--- config.mk ---
export PLATFORM = sky130hd
export DESIGN_NAME = mem_port_arbiter
export DESIGN_NICKNAME = d
export VERILOG_FILES = /design/src/rtl/mem_port_arbiter.sv
export SDC_FILE = /design/constraint.sdc
export NUM_CORES = 1
export LEC_CHECK = 0
export ABC_AREA = 0
export CAP_MARGIN = 40
export CORE_MARGIN = 1
export CORE_UTILIZATION = 51
export CTS_BUF_LIST = sky130_fd_sc_hd__clkbuf_4
export DETAILED_ROUTE_END_ITERATION = 10
export GPL_ROUTABILITY_DRIVEN = 0
export GPL_TIMING_DRIVEN = 0
export PLACE_DENSITY_LB_ADDON = 0.2
export SYNTH_ARGS = -nofsm -noshare
export SYNTH_HDL_FRONTEND = slang
export SYNTH_SLANG_ARGS = --single-unit
--- constraint.sdc ---
create_clock -name clk -period 8 [get_ports clk]
set_clock_uncertainty 0.2 [all_clocks]
set_input_delay 0.8 -clock clk [delete_from_list [all_inputs] [get_ports clk]]
set_output_delay 0.8 -clock clk [all_outputs]
set_load 0.01 [all_outputs]
--- src/rtl/mem_port_arbiter.sv ---
// mem_port_arbiter: round-robin arbiter sharing one synchronous memory port among NREQ requesters,
// with locked bursts capped at MAX_BURST, pipelined read-return routing and saturating perf counters.
module mem_port_arbiter #(
    parameter int NREQ      = 2,
    parameter int ADDR_W    = 19,
    parameter int DATA_W    = 8,
    parameter int RD_LAT    = 1,
    parameter int MAX_BURST = 100
) (
    input  logic                   clk,
    input  logic                   rst,
    input  logic [NREQ-1:0]        req,
    input  logic [NREQ-1:0]        lock,
    input  logic [NREQ-1:0]        we,
    input  logic [NREQ*ADDR_W-1:0] addr,
    input  logic [NREQ*DATA_W-1:0] wdata,
    output logic [NREQ-1:0]        gnt,
    output logic [NREQ-1:0]        rvalid,
    output logic [DATA_W-1:0]      rdata,
    output logic [ADDR_W-1:0]      mem_addr,
    output logic [DATA_W-1:0]      mem_wdata,
    output logic                   mem_wren,
    input  logic [DATA_W-1:0]      mem_q,
    output logic                   busy,
    output logic [31:0]            access_count,
    output logic [31:0]            wait_count
);
    localparam int IW = (NREQ > 1) ? $clog2(NREQ) : 1;
    localparam int BW = $clog2(MAX_BURST + 1);

    typedef enum logic {IDLE, OWNED} state_t;

    state_t                    state, state_next;
    logic [NREQ-1:0]           gnt_next;
    logic [IW-1:0]             rr, owner, start, idx;
    logic [BW-1:0]             burst;
    logic                      xfer, last, rel, arb, found;
    logic [31:0]               nwait;
    logic [32:0]               wsum;
    // one-hot requester tag of each read, aged one stage per cycle until its data returns
    logic [RD_LAT:0][NREQ-1:0] pipe;

    always_comb begin
        owner = '0;
        for (int k = 0; k < NREQ; k++) owner = gnt[k] ? IW'(k) : owner;
        xfer  = |(gnt & req);
        last  = burst == BW'(MAX_BURST - 1);
        rel   = (state == OWNED) && (!req[owner] || (xfer && (!lock[owner] || last)));
        arb   = (state == IDLE) || rel;
        start = rel ? ((int'(owner) == NREQ - 1) ? '0 : owner + IW'(1)) : rr;
        gnt_next = arb ? '0 : gnt;
        found = 1'b0;
        idx   = '0;
        for (int k = 0; k < NREQ; k++) begin
            idx = IW'((int'(start) + k) % NREQ);
            if (arb && !found && req[idx]) begin
                gnt_next[idx] = 1'b1;
                found = 1'b1;
            end
        end
        state_next = |gnt_next ? OWNED : IDLE;
        nwait = '0;
        for (int k = 0; k < NREQ; k++) nwait = nwait + 32'(req[k] & ~gnt[k]);
        wsum = {1'b0, wait_count} + {1'b0, nwait};
    end

    always_ff @(posedge clk or posedge rst) begin
        if (rst) begin
            state        <= IDLE;
            gnt          <= '0;
            rr           <= '0;
            burst        <= '0;
            mem_addr     <= '0;
            mem_wdata    <= '0;
            mem_wren     <= 1'b0;
            pipe         <= '0;
            access_count <= '0;
            wait_count   <= '0;
        end else begin
            state <= state_next;
            gnt   <= gnt_next;
            burst <= arb ? '0 : burst + BW'(xfer);
            if (rel) rr <= start;
            if (xfer) begin
                mem_addr  <= addr[int'(owner)*ADDR_W +: ADDR_W];
                mem_wdata <= wdata[int'(owner)*DATA_W +: DATA_W];
            end
            mem_wren <= xfer & we[owner];
            pipe     <= {pipe[RD_LAT-1:0], gnt & req & ~we};
            if (xfer && access_count != '1) access_count <= access_count + 32'd1;
            wait_count <= wsum[32] ? '1 : wsum[31:0];
        end
    end

    assign rvalid = pipe[RD_LAT];
    assign rdata  = |rvalid ? mem_q : '0;
    assign busy   = |gnt || |pipe;
endmodule

==> results by group, run 1 <==
Clock network
  • CTS tree: done
  • H-Tree Depth: 3
  • Hold_buf cts: 0
  • Resize count post-CTS: 0
  • Worst-skew pair later-pin latency: 0.43 ns
  • CTS root buffer: clkbuf_4
  • Post CTS Setup Buffer Count: 0
  • Num CTS Buffers: 9
  • CTS sink cnt: 107
  • Clock transition at path regs: 0.15 ns
  • Clock Path Buffers: 2

Final layout
  • Share of layout cells above drive strength 1: 4.94%
  • FILL cells: 728
  • # diodes: 0
  • Most frequent cells in the layout: clkdlybuf4s50_1, dfrtp_1, nand2_1
  • Area Overhead vs Synth: 40.1%
  • Final net count: 761
  • Most common cell after layout, fill and taps aside: clkdlybuf4s50_1

Critical path
  • Crit-path max FO: 10
  • Worst EP arrival: 4.46 ns
  • Setup Crit Path Kind: reg2reg
  • Worst R2R Start: gnt[1]$_DFF_PP0_
  • Critical Path Start Type: flop
  • Critical Path End Type: flop
  • Data required time of the worst path: 8.17 ns
  • Crit path launch: gnt[1]$_DFF_PP0_

Pwr
  • Peak supply drop: 158 uV
  • P per Cell Area: 241 nW/um2
  • Overall Power: 1.73 mW
  • Leakage: 3.12 nW

Synthesis
  • Synth Flop Type: dfrtp_1
  • Async set-reset flop share out of synthesis: 100%
  • Yosys reg bits: 107
  • Synth warn: 0
  • EDFF count, synth: 0
  • Sequential share of the synthesized area: 52.2%
  • Mapped cell area: 5130 um2
  • Avg Inst Size Synth: 10.3 um2
  • Synth cell types: 45
  • Syn Inst Count: 499
  • Syn Nets: 576

Timing
  • Max-slew violation count: 0
  • Worst rel slew slack: 46.0%
  • Post-layout min period: 4.29 ns
  • Endpoints failing hold: 0
  • Final setup TNS: 0 ns
  • RSZ-0062 raised after global routing: false
  • # setup viols final: 0
  • Fmax: 233 MHz
  • Worst-margin pin slew: 0.803 ns
  • Period Utilization, post-route: 53.6%

Drt
  • Post-route DRC: 0
  • Initial detailed-routing violation count: 119
  • Via Count: 4364
  • Routed Wire Length: 12600 um
  • Post-DRT Antenna Nets: 0
  • Wire per inst: 15.4 um
  • Drt pass-1 iters: 4
  • Vias per cell: 5.32

Global routing
  • Grt met3 use: 4.92%
  • Congestion Overflow GR: 0
  • GR Util met1: 31.9%
  • Vias in the first global route: 4317
  • Layer with the highest usage: met2
  • Grt met2 use: 41.2%
  • Global-route wire length before repair: 20100 um
  • Gr usage total: 24.6%
  • Initial antenna violation count: 0
  • Largest net degree at the start of global routing: 57

Hold path
  • Worst min path class: reg2reg
  • Worst hold path startpoint: pipe[1]$_DFF_PP0_

Placement
  • Hpwl dp: 9550 um
  • I/O Buffers: 173

Flow run
  • Max Cap Viol: 0

Floorplanning
  • Starting Density: 52.5%
  • Die Ht: 102 um
  • # IOs: 175
  • Row Count: 36
  • Die X: 102 um
  • Core area: 9770 um2
  • Die area: 10500 um2

Run status
  • Outcome: finished clean
## where the power goes
group	internal [mW]	total, mW	switching (mW)	leakage (nW)
Clock	0.0969	0.264	0.167	0.0715
Combinational	0.374	0.718	0.345	1.64
Sequential	0.658	0.748	0.0901	1.41
## worst max-delay path, stage by stage, from the launching register on
cell and delay, ns:
dfrtp_1 0.36, buf_2 0.20, buf_1 0.54, nor2b_1 0.11, ha_1 0.30, ha_1 0.15, inv_1 0.05, fa_1 0.43
nand4b_1 0.27, nor4_2 0.71, nand3_1 0.46, clkbuf_1 0.33, nand2_1 0.11
## cells in the mapped netlist, types with 2 or more instances
library cell | instances | share of area [%]
a21oi_1 | 3 | 0.29
a31oi_1 | 2 | 0.24
a41oi_1 | 3 | 0.51
and2_1 | 3 | 0.37
and3_1 | 8 | 0.98
and4_1 | 6 | 1.0
buf_1 | 3 | 0.22
buf_2 | 4 | 0.39
buf_4 | 3 | 0.44
clkbuf_1 | 10 | 0.73
dfrtp_1 | 107 | 52
ha_1 | 6 | 1.5
inv_1 | 11 | 0.81
mux2_2 | 4 | 0.88
mux2i_1 | 29 | 5.7
nand2_1 | 74 | 5.4
nand3_1 | 29 | 2.8
nand4_1 | 30 | 3.7
nor2_1 | 27 | 2.0
nor2b_1 | 12 | 1.5
nor3_1 | 6 | 0.59
nor4_1 | 3 | 0.37
o21ai_0 | 35 | 3.4
or3_1 | 3 | 0.37
or4_1 | 2 | 0.29
xnor2_1 | 32 | 5.5
xor2_1 | 26 | 4.4
## layout make-up
type / instances / area, um2 / share of cell area, %
tap: 133 / 166 / 2.32
inverter: 11 / 43.8 / 0.609
buffer: 21 / 103 / 1.43
clock inverter: 5 / 55.1 / 0.766
clock buffer: 10 / 75.1 / 1.04
sequential: 107 / 2680 / 37.3
multi-input combinational: 360 / 2310 / 32.1
timing repair buffer: 174 / 1760 / 24.5
## layer usage
layer	up-vias	wire [um]
li1	2107	-
met1	2116	5340
met2	116	6460
met3	25	578
met4	0	238
met5	-	0
## through the flow
stage                     util [%]  setup WS [ns]  instance area, um2  hold WS, ns  std cells
final                         73.5           3.71                7190        0.196        821
after global routing          73.5           3.31                7190        0.208        821
after CTS                     73.5           3.63                7190        0.198        821
after detailed placement      72.2           3.28                7060        0.165        806
after global placement        71.9           2.65                7030        0.159        805
after floorplan                  -           4.18                5130        0.154        499
## cells by family after synthesis
| logic type | count (synthesis) | share of synthesized area (%) |
|---|---|---|
| fa+ha+maj | 7 | 1.85 |
| simple gates | 212 | 20.9 |
| buf+inv | 32 | 2.81 |
| mux | 33 | 6.54 |
| compound gates | 50 | 5.76 |
| flops | 107 | 52.2 |
| xor+xnor | 58 | 9.90 |
## state kept, by name, indices dropped and copies added (netlist names)
signal	cells
wait_count	32
mem_addr	19
state	1
mem_wdata	8
mem_wren	1
access_count	32
rvalid	2
burst	7
pipe	2
rr	1
gnt	2
## path summary, 6_finish.rpt
path | endpoint | slack [ns] | cells past startpoint
worst max-delay path | wait_count[29]$_DFF_PP0_ | 3.71 | 12
worst min-delay path | rvalid[1]$_DFF_PP0_ | 0.20 | 0
worst max register to register | wait_count[29]$_DFF_PP0_ | 3.71 | 12
worst min register to register | rvalid[1]$_DFF_PP0_ | 0.20 | 0
max in group asynchronous | access_count[29]$_DFFE_PP0P_ | 6.27 | 3
min in group asynchronous | wait_count[26]$_DFF_PP0_ | 0.63 | 2
No activity file was read; power rests on OpenSTA's default activity.
==> inputs of run 2 (changes only) <==
Settings changed: CORE_UTILIZATION 51 to 47.
Clock period 8 ns to 4.45 ns, I/O delays scaled along.
==> run 2 against run 1 <==
  * Power up 79%
  * First-iteration DRC count increased by 42%
  * Wire length rose by 1.4%
  * Sequential share of layout area about the same
  * Design area is essentially flat
  * Critical path depth fell by 1
  * Final cell count is 0.49% higher
  * Global-route usage is 1.2 points lower
  * Sequential power increased by 79%
  * Worst hold slack got worse by 0.14 ns
  * Via count grew 0.39%
  * Critical endpoint is now wait_count[9]$_DFF_PP0_
==> results by group, run 2 (synthesized netlist as in run 1, its figures left out) <==
Run status
  • Outcome: finished clean

Pwr
  • Seq pwr share: 43.4% (+0.2 points)
  • Peak supply drop: 299 uV (+89%)
  • P per Cell Area: 431 nW/um2 (+79%)
  • P_int: 1.97 mW (+75%)
  • Combinational Power Share: 42.0% (+0.5 points)
  • Sw Share: 36.3% (+1.5 points)
  • Part of the power in the clock network: 14.6% (-0.7 points)
  • Leakage: 3.13 nW (+0.24%)
  • Overall Power: 3.10 mW (+79%)
  • Sw power: 1.12 mW (+86%)

Timing
  • Min setup slack post-route: 0.705 ns (-3.01 ns)
  • Worst-margin pin slew: 0.737 ns (-0.0663 ns)
  • Endpoints failing hold: 0 (unchanged)
  • Worst rel slew slack: 50.9% (+4.9 points)
  • Final setup TNS: 0 ns (unchanged)
  • Period Utilization, post-route: 84.2% (+31 points)
  • RSZ-0062 raised after global routing: false
  • Post-layout min period: 3.74 ns (-0.544 ns)
  • Fmax: 267 MHz (+15%)
  • Max-slew violation count: 0 (unchanged)
  • # setup viols final: 0 (unchanged)

Hold path
  • Worst min path class: in2reg
  • Worst hold path startpoint: req[0]
  • WHS Endpoint: pipe[0]$_DFF_PP0_
  • Hold path cells: 3 (+3)

Floorplanning
  • Die area: 11300 um2 (+8.3%)
  • Row Count: 37 (+2.8%)
  • Die Ht: 106 um (+4.1%)
  • Starting Density: 49.0% (-3.5 points)
  • # IOs: 175 (unchanged)
  • Core area: 10500 um2 (+7.0%)
  • Die X: 106 um (+4.1%)

Clock network
  • Clock Path Buffers: 2 (unchanged)
  • Post CTS Setup Buffer Count: 0 (unchanged)
  • Worst-skew pair later-pin latency: 0.45 ns (+0.02 ns)
  • Num CTS Buffers: 9 (unchanged)
  • Hold_buf cts: 0 (unchanged)
  • Clock transition at path regs: 0.17 ns (+0.02 ns)
  • CTS sink cnt: 107 (unchanged)
  • CTS root buffer: clkbuf_4
  • CTS tree: done
  • H-Tree Depth: 3 (unchanged)
  • Resize count post-CTS: 0 (unchanged)

Critical path
  • Data required time of the worst path: 4.64 ns (-3.53 ns)
  • Reg2reg end: wait_count[9]$_DFF_PP0_
  • Critical Path End Type: flop
  • Worst R2R Start: gnt[1]$_DFF_PP0_
  • Worst EP arrival: 3.93 ns (-0.53 ns)
  • Crit-path max FO: 18 (+8)
  • Worst R2R Setup Slack: 0.71 ns (-3.01 ns)
  • Setup Crit Path Kind: reg2reg
  • Worst-case reg-to-reg path depth: 11 (-1)
  • Critical Path Start Type: flop

Global routing
  • Grt met2 use: 41.6% (+0.41 points)
  • Grt met3 use: 6.38% (+1.5 points)
  • Vias in the first global route: 4489 (+4.0%)
  • Gr usage total: 23.4% (-1.2 points)
  • GR Util met1: 27.6% (-4.3 points)
  • Global-route wire length before repair: 21100 um (+5.0%)
  • Congestion Overflow GR: 0 (unchanged)
  • Layer with the highest usage: met2
  • Initial antenna violation count: 1 (+1)
  • Largest net degree at the start of global routing: 57 (unchanged)

Drt
  • Post-route DRC: 0 (unchanged)
  • Wire per inst: 15.5 um (+0.94%)
  • Post-DRT Antenna Nets: 0 (unchanged)
  • Drt pass-1 iters: 4 (unchanged)
  • Routed Wire Length: 12800 um (+1.4%)
  • Vias per cell: 5.31 (about the same)
  • Via Count: 4381 (+0.39%)
  • Initial detailed-routing violation count: 169 (+42%)

Placement
  • Placement Setup Slack: 0.0528 ns (-3.22 ns)
  • I/O Buffers: 173 (unchanged)
  • Area after DPL: 7060 um2 (about the same)
  • Hpwl dp: 9740 um (+2.0%)

Final layout
  • Final net count: 760 (-0.13%)
  • Top flop regs: access_count x32, wait_count x32, mem_addr x19
  • Area Overhead vs Synth: 40.2% (about the same)
  • Most common cell after layout, fill and taps aside: clkdlybuf4s50_1
  • Most frequent cells in the layout: clkdlybuf4s50_1, dfrtp_1, nand2_1
  • Non-Filler Cell Area, Final: 7190 um2 (about the same)
  • Share of layout cells above drive strength 1: 5.09% (+0.15 points)
  • Fin util: 68.7% (-4.8 points)

Flow run
  • Max Cap Viol: 0 (unchanged)
run 2: how the worst max path moves through the flow:
stage                     start                           to  slack [ns]
2_1_floorplan  gnt[1]$_DFF_PP0_     wait_count[10]$_DFF_PP0_        0.91
3_3_place_gp                rst  access_count[8]$_DFFE_PP0P_       -0.51
3_5_place_dp   gnt[1]$_DFF_PP0_     wait_count[12]$_DFF_PP0_        0.05
4_1_cts        gnt[1]$_DFF_PP0_      wait_count[9]$_DFF_PP0_       0.001
5_1_grt        gnt[1]$_DFF_PP0_     wait_count[10]$_DFF_PP0_        0.37
6_report       gnt[1]$_DFF_PP0_      wait_count[9]$_DFF_PP0_        0.71
run 2: layout make-up:
type,instances,area [um2]
inverter,11,43.8
fill,885,3270
multi-input combinational,360,2320
timing repair buffer,174,1760
sequential,107,2680
antenna,1,2.50
clock inverter,7,52.6
buffer,20,98.8
tap,136,170
clock buffer,9,67.6
run 2: per-layer routing:
metal / vias to the layer above / share of wire (%) / wire length [um]
li1: 2109 / - / -
met1: 2157 / 40 / 5120
met2: 96 / 53 / 6810
met3: 19 / 5.0 / 636
met4: 0 / 1.7 / 221
met5: - / 0 / 0
run 2: critical path, cell delays in order, from the launching register on:
cell	delay (ns)
dfrtp_1	0.38
buf_2	0.38
nor2b_1	0.09
ha_1	0.29
ha_1	0.16
inv_1	0.05
fa_1	0.44
nand4b_1	0.29
nor4_4	0.52
nand3_1	0.41
clkbuf_1	0.34
nand2_1	0.11
run 2: power by group through the flow:
stage | Clock, mW | Combinational [mW] | Sequential, mW
after global routing | 0.495 | 1.43 | 1.38
after global placement | 0 | 1.27 | 1.35
final | 0.452 | 1.30 | 1.34
after detailed placement | 0 | 1.31 | 1.36
after CTS | 0.466 | 1.32 | 1.34
after floorplan | 0 | 0.566 | 1.43
run 2: stage by stage:
| stage | instances | hold slack [ns] |
|---|---|---|
| floorplan | 499 | 0.154 |
| global placement | 808 | 0.158 |
| detailed placement | 809 | 0.169 |
| CTS | 825 | 0.0196 |
| global route | 825 | 0.0226 |
| finish | 825 | 0.0533 |
